--- config.mk ---
export PLATFORM = sky130hd
export DESIGN_NAME = dcache_tag_ctrl
export DESIGN_NICKNAME = d
export VERILOG_FILES = /design/src/rtl/dcache_tag_ctrl.sv
export SDC_FILE = /design/constraint.sdc
export NUM_CORES = 1
export LEC_CHECK = 0
export ABC_CLOCK_PERIOD_IN_PS = 2200
export BUFFER_PORTS_ARGS = -buffer_cell sky130_fd_sc_hd__buf_4
export CORE_MARGIN = 3
export CORE_UTILIZATION = 33
export CTS_CLUSTER_SIZE = 28
export DETAILED_ROUTE_END_ITERATION = 10
export HOLD_SLACK_MARGIN = 0.03
export PLACE_DENSITY_LB_ADDON = 0.08
export SETUP_SLACK_MARGIN = 0.15
export SYNTH_ARGS = -nofsm -noshare
export SYNTH_HDL_FRONTEND = slang
export SYNTH_SLANG_ARGS = --single-unit
--- constraint.sdc ---
create_clock -name clock -period 2.2 [get_ports clock]
set_input_delay 0.11 -clock clock [delete_from_list [all_inputs] [get_ports clock]]
set_output_delay 0.11 -clock clock [all_outputs]
set_load 0.02 [all_outputs]
--- src/rtl/dcache_tag_ctrl.sv ---
// Sequencing controller for the 64-set data-cache tag/flag RAM: init sweep,
// lookup, dirty-victim writeback, line fill, tag update and index invalidate.
module dcache_tag_ctrl #(
  parameter int PABITS = 36
) (
  input  logic              clock,
  input  logic              reset,
  input  logic              cpu_req,
  input  logic              cpu_write,
  input  logic [PABITS-1:0] cpu_addr,
  output logic              cpu_ready,
  input  logic              inv_req,
  input  logic [5:0]        inv_index,
  output logic              inv_done,
  output logic              init_done,
  output logic              wb_req,
  output logic [PABITS-1:0] wb_addr,
  input  logic              wb_ack,
  output logic              fill_req,
  output logic [PABITS-1:0] fill_addr,
  input  logic              fill_ack,
  output logic [5:0]        tr_index,
  output logic [PABITS-11:0] tr_tag_cmp,
  output logic [PABITS-11:0] tr_tag_set,
  output logic              tr_write,
  output logic              tr_valid,
  output logic              tr_dirty,
  input  logic [PABITS-11:0] tr_match_tag,
  input  logic              tr_match_hit,
  input  logic              tr_match_valid,
  input  logic              tr_match_dirty
);

  localparam int TW = PABITS - 10;

  typedef enum logic [2:0] {
    S_INIT   = 3'd0,
    S_IDLE   = 3'd1,
    S_LOOKUP = 3'd2,
    S_WB     = 3'd3,
    S_FILL   = 3'd4,
    S_UPDATE = 3'd5,
    S_CLEAR  = 3'd6
  } state_e;

  state_e        state_q, state_d;
  logic [5:0]    cnt_q, cnt_d;
  logic [5:0]    idx_q, idx_d;
  logic [TW-1:0] tag_q, tag_d;
  logic [TW-1:0] vtag_q, vtag_d;
  logic          write_q, write_d;
  logic          inv_q, inv_d;
  logic          init_done_q, init_done_d;

  // Byte offset within the line never reaches the tag RAM.
  logic unused_offset;
  assign unused_offset = ^cpu_addr[3:0];

  always_ff @(posedge clock or negedge reset) begin
    if (!reset) begin
      state_q     <= S_INIT;
      cnt_q       <= '0;
      idx_q       <= '0;
      tag_q       <= '0;
      vtag_q      <= '0;
      write_q     <= 1'b0;
      inv_q       <= 1'b0;
      init_done_q <= 1'b0;
    end else begin
      state_q     <= state_d;
      cnt_q       <= cnt_d;
      idx_q       <= idx_d;
      tag_q       <= tag_d;
      vtag_q      <= vtag_d;
      write_q     <= write_d;
      inv_q       <= inv_d;
      init_done_q <= init_done_d;
    end
  end

  assign init_done  = init_done_q;
  assign tr_tag_cmp = tag_q;
  assign wb_addr    = {vtag_q, idx_q, 4'b0000};
  assign fill_addr  = {tag_q, idx_q, 4'b0000};

  always_comb begin
    state_d     = state_q;
    cnt_d       = cnt_q;
    idx_d       = idx_q;
    tag_d       = tag_q;
    vtag_d      = vtag_q;
    write_d     = write_q;
    inv_d       = inv_q;
    init_done_d = init_done_q;
    cpu_ready   = 1'b0;
    inv_done    = 1'b0;
    wb_req      = 1'b0;
    fill_req    = 1'b0;
    tr_index    = idx_q;
    tr_tag_set  = '0;
    tr_write    = 1'b0;
    tr_valid    = 1'b0;
    tr_dirty    = 1'b0;
    // Outputs stay quiet while reset is held, even though the state is INIT.
    if (reset) begin
      case (state_q)
        S_INIT: begin
          tr_write = 1'b1;
          tr_index = cnt_q;
          cnt_d    = cnt_q + 6'd1;
          if (cnt_q == 6'd63) begin
            state_d     = S_IDLE;
            init_done_d = 1'b1;
          end
        end
        S_IDLE: begin
          tr_index = inv_req ? inv_index : cpu_addr[9:4];
          if (inv_req) begin
            inv_d   = 1'b1;
            idx_d   = inv_index;
            write_d = 1'b0;
            state_d = S_LOOKUP;
          end else if (cpu_req) begin
            inv_d   = 1'b0;
            idx_d   = cpu_addr[9:4];
            tag_d   = cpu_addr[PABITS-1:10];
            write_d = cpu_write;
            state_d = S_LOOKUP;
          end
        end
        S_LOOKUP: begin
          if (inv_q) begin
            if (tr_match_valid && tr_match_dirty) begin
              vtag_d  = tr_match_tag;
              state_d = S_WB;
            end else begin
              state_d = S_CLEAR;
            end
          end else if (tr_match_hit) begin
            cpu_ready = 1'b1;
            state_d   = S_IDLE;
            // First store to a clean resident line marks it dirty in place.
            if (write_q && !tr_match_dirty) begin
              tr_write   = 1'b1;
              tr_tag_set = tag_q;
              tr_valid   = 1'b1;
              tr_dirty   = 1'b1;
            end
          end else if (tr_match_valid && tr_match_dirty) begin
            vtag_d  = tr_match_tag;
            state_d = S_WB;
          end else begin
            state_d = S_FILL;
          end
        end
        S_WB: begin
          wb_req = 1'b1;
          if (wb_ack) state_d = inv_q ? S_CLEAR : S_FILL;
        end
        S_FILL: begin
          fill_req = 1'b1;
          if (fill_ack) state_d = S_UPDATE;
        end
        S_UPDATE: begin
          tr_write   = 1'b1;
          tr_tag_set = tag_q;
          tr_valid   = 1'b1;
          tr_dirty   = write_q;
          cpu_ready  = 1'b1;
          state_d    = S_IDLE;
        end
        S_CLEAR: begin
          tr_write = 1'b1;
          inv_done = 1'b1;
          state_d  = S_IDLE;
        end
        default: begin
          state_d = S_INIT;
          cnt_d   = '0;
        end
      endcase
    end
  end

endmodule

Word-level counts from Yosys, hierarchy flattened:

Index checks and enable logic that the tools add are counted.

* flip-flop bits (word level): 70
* latch bits: 0
* RAM bits: 0
* memory bits (read-only): 0
* word-level logic and storage cells: 85
* memories: 0

* $add $sub $neg: 1
* multiply operators: 0
* divide/modulo/power cells: 0
* $lt $le $gt $ge: 0
* equality and inequality tests: 12
* shifts and indexed selects: 0
* mux-type cells: 48
* bitwise operators: 2
* reduce and logical (&&, ||, !) cells: 14

Operator list (number)
* $mux W26: 7
* $pmux W26 S2: 1
* $mux W3: 9
* $mux W6: 4
* $pmux W6 S2: 2
* $mux W1: 19
* $pmux W3 S6: 1
* $eq A3 B3 Y1 const B: 3
* $reduce_and A3 Y1: 3
* $pmux W1 S2: 4
* $add A6 B1 Y6 const B: 1
* $eq A3 B2 Y1 const B: 2
* $eq A6 B6 Y1 const B: 1
* $ne A2 B2 Y1 const B: 3
* $reduce_or A6 Y1: 1
* $reduce_and A5 Y1: 1
* $reduce_and A4 Y1: 1
* $eq A3 B1 Y1 const B: 1
* $logic_not A3 Y1: 1
* $ne A3 B3 Y1 const B: 1
* $reduce_or A3 Y1: 1
* $logic_and A1 B1 Y1: 2
* $mux W2: 1
* $ne A2 B1 Y1 const B: 1
* 5 further kinds: 6

Longest topological paths before layout:

Gate-level depths: netlist (run 1).

* word-level depth: 7
* gate-level depth with buffers: 7
* depth with buffers taken out: 5

Worst setup path after synthesis (run 1):

OpenSTA, ideal clock, no wires.

* path type: reg-to-output
* from: register state_q[0]
* to: output tr_tag_set[16]
* arrival time: 1.842 ns
* slack: 0.248 ns
* stages on the path, launching flop included: 7
* path buffers: 2
* cells stage by stage: dfrtp_1 > buf_2 > or3b_4 > o22ai_1 > and3_1 > clkbuf_1 > and2_1

* longest elaborated chain between the ends: 3
* elaborated cells on any way between the ends: 4

RTL lines
* start, declared: line 46 `state_e state_q, state_d;`
* start signal, assigned: line 70 `state_q <= state_d;`
* $eq A3 B3 Y1 or $eq A3 B2 Y1 (tied branches): line 106 `case (state_q)`
* $pmux W26 S2 *: line 106
* $mux W26 *: line 105 `if (reset) begin`
* end, declared: line 24 `output logic [PABITS-11:0] tr_tag_set,`

Mark *: on every way between the ends. The rest lies on a longest branch, timed or not.

Final worst setup path (run 1):

* from: register state_q[0]
* to: output tr_tag_set[25]

Same word-level chain as after synthesis.

==> results.cfg, run 1 <==
[worst_setup_path]
start_kind = flip-flop
crit_chain = or3b_4 > o22ai_4 > and3_4 > clkbuf_16 > and2_1 > buf_4
regToRegEndpoint = tr_tag_cmp[2]
critPathKind = flip-flop to output port
critPathTopFamily = simple AND/OR/NAND/NOR gates
required_ns = 2.09
rr_worst_depth = 6
worstSetupEndpointType = output port
critPathArrivalTime_ns = 1.97
slowest_stage = or3b_4
cp-startpoint = state_q[0]
crit_path_max_incr_delay_ns = 0.42
r2r_start = state_q[2]
crit_cells = 6
path_buf_inv = 2
cp-endpoint = tr_tag_set[25]
r2r_slack_ns = 0.29
path_max_fanout = 14

[yosys]
avgSynthCellArea_um2 = 11.0
yosysSeqAreaShare_pct = 49.1
synth_most_common_cell = dfrtp_1
yosys_warnings = 0
yosysTopAreaCellShare_pct = 49.1
yosys.area.top_type = dfrtp_1
netlist_top_cells_count = 70 x dfrtp_1, 40 x buf_4, 32 x mux2_2, 28 x and2_1, 22 x nand2_1
ys_async_sr_fraction_pct = 100
ys_ff_latch = 70
syn-cell-area_um2 = 3570
synth_area_leaders = dfrtp_1 49%, mux2_2 10%, buf_4 8.4%
synth_edf_count = 0
synth_cell_types = 42
synthFlopType = dfrtp_1
synth_cells = 325

[detailed_routing]
dr.pass1.iters = 4
finalWirelength_um = 10200
drc = 0
via_count = 3195
via_per_inst = 4.56
avgRoutedWirePerCell_um = 14.6
drt_iter0_drc = 99
ant_nets = 0

[sta]
final.min_clock_period_ns = 2.08
hold_viol_final = 0
fin_tns_setup_ns = 0
setup_violations = 0
fin_skew_ns = 0.0125
rsz0062_at_grt = true
layout_worst_path_cycle_share_pct = 94.3
worst_slew_pin_slew_ns = 0.716
maxSlewViolCount = 0
max_freq_ghz = 0.482
finalWorstSetupSlack_ns = 0.125
maxSlewHeadroom_pct = 52.2

[clocking]
clock-root-buffer = clkbuf_8
cts_tree = yes
numCtsBuffers = 9
cts.htree.levels = 3
clockBufferDepth = 2
clk_latency_ns = 0.34
path_clk_slew_ns = 0.07
cts_num_sinks = 70

[pwr]
vdd_drop_max_v = 0.000661
switchingPower_mw = 3.05
p_per_area_nw_per_um2 = 1290
swShare_pct = 40.1
fin_total_pwr_mw = 7.62
p_leak_nw = 3.02
power_frac_clock_pct = 18.4
seqPwrFrac_pct = 30.8
p_int_mw = 4.56
p_comb_share_pct = 50.8

[floorplan]
num_rows = 37
core-area_um2 = 10400
die_x_um = 110
dieArea_um2 = 12100
chipHeight_um = 110
io_pins = 216
start_util_pct = 34.3

[global_routing]
grt_max_degree = 58
grt_overflow = 0
antenna_found_initial = 0
grtUsageTotal_pct = 15.6
grt_first_pass_wirelength_um = 14700
grt_pass1_vias = 2919

[placed_design]
dp_slack_ns = 0.317
dpl_cell_area_um2 = 5000
place.gp.congestion = 0.777
placement.io_buffers = 203
place_hpwl_um = 7280

[min_path]
hold_path_class = input port to flip-flop

[cells_and_area]
design_area_um2 = 5900
area_growth_pct = 65.2
nNetsFinal = 638
layout-drive-gt1-share_pct = 48.0
antenna_cells = 0
num-fill-cells = 943

[status]
outcome = finished, final reports clean

[run]
drv_cap = 0
-- cells by family (layout without fill, tap and decap cells) --
kind of cell / count (synthesis) / in the layout / share of synthesized area, %
buffers and inverters: 61 / 293 / 11.3
flip-flops: 70 / 70 / 49.1
multiplexers: 58 / 58 / 18.1
adder cells (fa/ha/maj): 1 / 1 / 0.350
other: 1 / 8 / 0.105
AO/OA/AOI/OAI: 49 / 49 / 8.30
AND/OR/NAND/NOR: 85 / 85 / 12.8
-- how the worst min path moves through the flow --
stage	startpoint	endpoint	cells after the start
after floorplan	reset	cnt_q[0]	0
after global placement	reset	state_q[0]	2
final	cpu_addr[8]	idx_q[4]	3
after global routing	cpu_addr[8]	idx_q[4]	3
after detailed placement	reset	state_q[0]	2
after CTS	cpu_addr[4]	idx_q[0]	3
-- worst register-to-register path, delay by kind of cell (launching register included) --
family                 cells  cell delay (ns)
AND/OR/NAND/NOR            3             0.74
buffers and inverters      2             0.38
multiplexers               1             0.30
flip-flops                 1             0.38
-- routing by layer --
metal  wire (um)  up-vias  track usage [%]
met5           0        -                0
met4          99        0             4.54
met3         769        9             3.15
met2        5140      126             26.2
met1        4230     1521             20.3
li1            -     1539                -
-- stage by stage --
step | hold slack [ns] | std cells | utilization, %
final | 0.0876 | 700 | 56.6
after global routing | 0.0754 | 700 | 56.6
after CTS | 0.0768 | 697 | 56.0
after detailed placement | 0.111 | 626 | 48.0
after global placement | 0.112 | 626 | 48.0
after floorplan | -0.186 | 332 | -
-- cell type report --
type                       instances  area (um^2)  area share (%)
clock inverter                     5          129            2.18
sequential                        70         1750            29.7
timing repair buffer             273         2230            37.7
inverter                           4         15.0           0.254
tap                              136          170            2.88
clock buffer                      11          141            2.40
multi-input combinational        201         1470            24.9
-- power groups by stage --
stage          clock network, mW  registers [mW]  logic, mW
2_1_floorplan                  0            2.89       1.79
3_3_place_gp                   0            2.35       3.73
3_5_place_dp                   0            2.38       3.75
4_1_cts                     1.43            2.35       3.86
5_1_grt                     1.50            2.45       4.17
6_report                    1.40            2.35       3.87
-- flip-flops by register name (all words and copies together), names as in the netlist --
signal,count
write_q,1
init_done,1
vtag_q,26
tr_tag_cmp,26
idx_q,6
cnt_q,6
state_q,3
inv_q,1
-- layout by cell type, fill, tap and decap left out, types with 2 or more instances in the layout --
cell / count
clkbuf_8: 10
conb_1: 8
and2_1: 28
mux2_2: 32
nand2_1: 21
inv_1: 3
o22ai_1: 3
o2111ai_1: 2
mux2_1: 20
a21oi_1: 15
dfrtp_1: 70
dlygate4sd3_1: 54
a211oi_1: 3
mux2i_1: 6
nor3b_1: 3
buf_4: 215
nand3_1: 3
nor2_1: 12
nor3_1: 6
bufinv_16: 4
a211o_1: 2
and3_1: 2
o21ai_0: 16
-- what timing repair did --
action                                 in CTS  in global routing
setup endpoints to repair                  28                 34
gates resized for setup                     3                  6
cloned                                      0                  1
buffers inserted                            1                  2
hold buffers                               54                  0
endpoints found under the hold margin     123                  0
pin swaps                                   0                  2
Power figures use the tool's default switching activity.
==> run 2: changes to the inputs <==
--- a/config.mk
+++ b/config.mk
@@ -5,10 +5,12 @@
 export SDC_FILE = /design/constraint.sdc
 export NUM_CORES = 1
 export LEC_CHECK = 0
+export ABC_AREA = 1
 export ABC_CLOCK_PERIOD_IN_PS = 2200
 export BUFFER_PORTS_ARGS = -buffer_cell sky130_fd_sc_hd__buf_4
 export CORE_MARGIN = 3
 export CORE_UTILIZATION = 33
+export CTS_BUF_LIST = sky130_fd_sc_hd__clkbuf_4 sky130_fd_sc_hd__clkbuf_8
 export CTS_CLUSTER_SIZE = 28
 export DETAILED_ROUTE_END_ITERATION = 10
 export HOLD_SLACK_MARGIN = 0.03
==> results.cfg, run 2 <==
[sta]
fin_skew_ns = 0.00726
setup_violations = 0
maxSlewHeadroom_pct = 56.2
worst_slew_pin_slew_ns = 0.656
maxSlewViolCount = 0
rsz0062_at_grt = false
max_freq_ghz = 0.520
hold_viol_final = 0
fin_tns_setup_ns = 0
finalWorstSetupSlack_ns = 0.278
layout_worst_path_cycle_share_pct = 87.4
hold-worst-slack_ns = 0.0416
final.min_clock_period_ns = 1.92

[placed_design]
dpl_cell_area_um2 = 5100
dp_slack_ns = 0.370
place.gp.congestion = 0.901
placement.io_buffers = 203
place_hpwl_um = 8050

[worst_setup_path]
start_kind = flip-flop
critPathArrivalTime_ns = 1.81
r2r_start = state_q[2]
crit_chain = buf_4 > nor2_8 > nand2_1 > nand2_1 > nand2_1 > buf_12 > nor2_2 > buf_4
regToRegEndpoint = tr_tag_cmp[20]
path_max_fanout = 29
critPathTopFamily = simple AND/OR/NAND/NOR gates
required_ns = 2.09
path_buf_inv = 3
worstSetupEndpointType = output port
rr_worst_depth = 7
slowest_stage = dfrtp_2
r2r_slack_ns = 0.29
critPathKind = flip-flop to output port
crit_path_max_incr_delay_ns = 0.44
cp_common_cell = nand2_1

[cells_and_area]
design_area_um2 = 5830
final_cell_mix = 211 x buf_4, 92 x nand2_1, 76 x inv_1, 68 x dfrtp_1, 63 x nor2_1
final_common_cell = buf_4
antenna_cells = 0
multi_input_area_um2 = 1320
num-fill-cells = 1079
nNetsFinal = 784
area_growth_pct = 55.1
layout-drive-gt1-share_pct = 35.5
seqCellArea_um2 = 1750

[yosys]
synth_cell_types = 31
synthSimpleGateAreaFrac_pct = 21.4
synth_cells = 481
synth_top_family_by_area = simple AND/OR/NAND/NOR gates
ys_ff_latch = 70
synthFlopType = dfrtp_1
synth_xor_area_share_pct = 0
yosysSeqAreaShare_pct = 46.6
synthAdderAreaFrac_pct = 0.333
synth_most_common_cell = nand2_1
netlist_top_cells_count = 93 x nand2_1, 77 x inv_1, 70 x dfrtp_1, 65 x nor2_1, 41 x buf_4
synth_compound_area_share_pct = 11.9
synth_area_leaders = dfrtp_1 47%, nand2_1 9.3%, buf_4 8.2%
yosys.area.top_type = dfrtp_1
yosysTopAreaCellShare_pct = 46.6
ys_async_sr_fraction_pct = 100
synth_edf_count = 0
syn-cell-area_um2 = 3760
muxShareOfSynthArea_pct = 0
avgSynthCellArea_um2 = 7.81
yosys_warnings = 0

[global_routing]
grt_pass1_vias = 3496
grt_max_degree = 53
grt_first_pass_wirelength_um = 17100
antenna_found_initial = 0
grt_overflow = 0
grtUsageTotal_pct = 16.5

[floorplan]
io_pins = 216
chipHeight_um = 113
die_x_um = 113
dieArea_um2 = 12700
num_rows = 38
start_util_pct = 34.2
core-area_um2 = 11000

[pwr]
power_frac_clock_pct = 12.5
p_per_area_nw_per_um2 = 1210
switchingPower_mw = 3.19
p_int_mw = 3.84
vdd_drop_max_v = 0.000652
seqPwrFrac_pct = 31.6
swShare_pct = 45.4
p_leak_nw = 3.27
p_comb_share_pct = 55.9

[status]
outcome = finished, final reports clean

[detailed_routing]
via_per_inst = 4.37
finalWirelength_um = 11400
drc = 0
dr.pass1.iters = 4
avgRoutedWirePerCell_um = 13.4
via_count = 3710
drt_iter0_drc = 207
ant_nets = 0

[clocking]
clockBufferDepth = 2
cts_num_sinks = 70
numCtsBuffers = 9
cts_tree = yes
cts.htree.levels = 3
clock-root-buffer = clkbuf_8
path_clk_slew_ns = 0.07
clk_latency_ns = 0.33

[run]
drv_cap = 0

[min_path]
worstHoldStart = tr_match_tag[8]
hold_path_class = input port to flip-flop
hold_depth = 3
hold_end = vtag_q[8]
[run 2: cell types whose count changed after synthesis, sizes merged, moves of 25 or more]
cell and delta:
and2 -28, inv +77, mux2 -52, nand2 +73, nor2 +58, o21ai +25
[run 2: area by class of cell]
type	instances	area share [%]
well taps	140	3.01
clock buffers	10	2.25
repair buffers	262	36.1
clock inverters	5	0.472
flip-flops and latches	70	30.1
multi-input cells	280	22.7
inverters	82	5.37
[run 2: power by group through the flow]
stage,sequential (mW),clock (mW),combinational [mW]
after global routing,2.29,0.970,4.24
after floorplan,2.67,0,2.03
after CTS,2.22,0.920,3.91
final,2.22,0.878,3.93
after global placement,2.21,0,3.80
after detailed placement,2.24,0,3.83
[run 2: metrics by stage]
stage,instances,utilization (%),power (mW)
after floorplan,488,-,4.70
after global placement,780,46.5,6.00
after detailed placement,780,46.5,6.06
after CTS,845,52.5,7.04
after global routing,849,53.1,7.51
final,849,53.1,7.03
[run 2: worst min-delay path: cells and delay by family]
family / cells / cell delay (ns)
buf+inv: 2 / 0.14
compound gates: 1 / 0.07
[run 2: how the worst max path moves through the flow]
stage	cells past startpoint	startpoint	end
after floorplan	9	state_q[1]	tr_tag_set[17]
after global placement	7	state_q[1]	tr_tag_cmp[23]
after detailed placement	7	state_q[1]	tr_tag_cmp[24]
after CTS	9	state_q[2]	tr_dirty
after global routing	7	state_q[1]	tr_index[5]
final	8	state_q[1]	tr_tag_set[0]
[run 2: cells by family (layout without fill, tap and decap cells)]
kind of cell / Yosys count / after routing
AND/OR/NAND/NOR: 189 / 190
buffers and inverters: 139 / 359
AO/OA/AOI/OAI: 81 / 81
flip-flops: 70 / 70
adder cells (fa/ha/maj): 1 / 1
other: 1 / 8
[run 2: what timing repair did]
action | in CTS | in global routing
resized for setup | 2 | 9
hold buffers | 50 | 0
cloned | 0 | 1
endpoints found under the setup margin | 2 | 35
pin swaps | 0 | 1
hold endpoints to repair | 119 | 0
buffers inserted | 0 | 3
[run 2: layer usage]
layer / global-route usage (%) / up-vias / share of wire [%]
met5: 0 / - / 0
met3: 4.17 / 10 / 7.1
li1: - / 1881 / -
met4: 4.41 / 0 / 0.93
met2: 29.0 / 136 / 50
met1: 20.2 / 1683 / 42
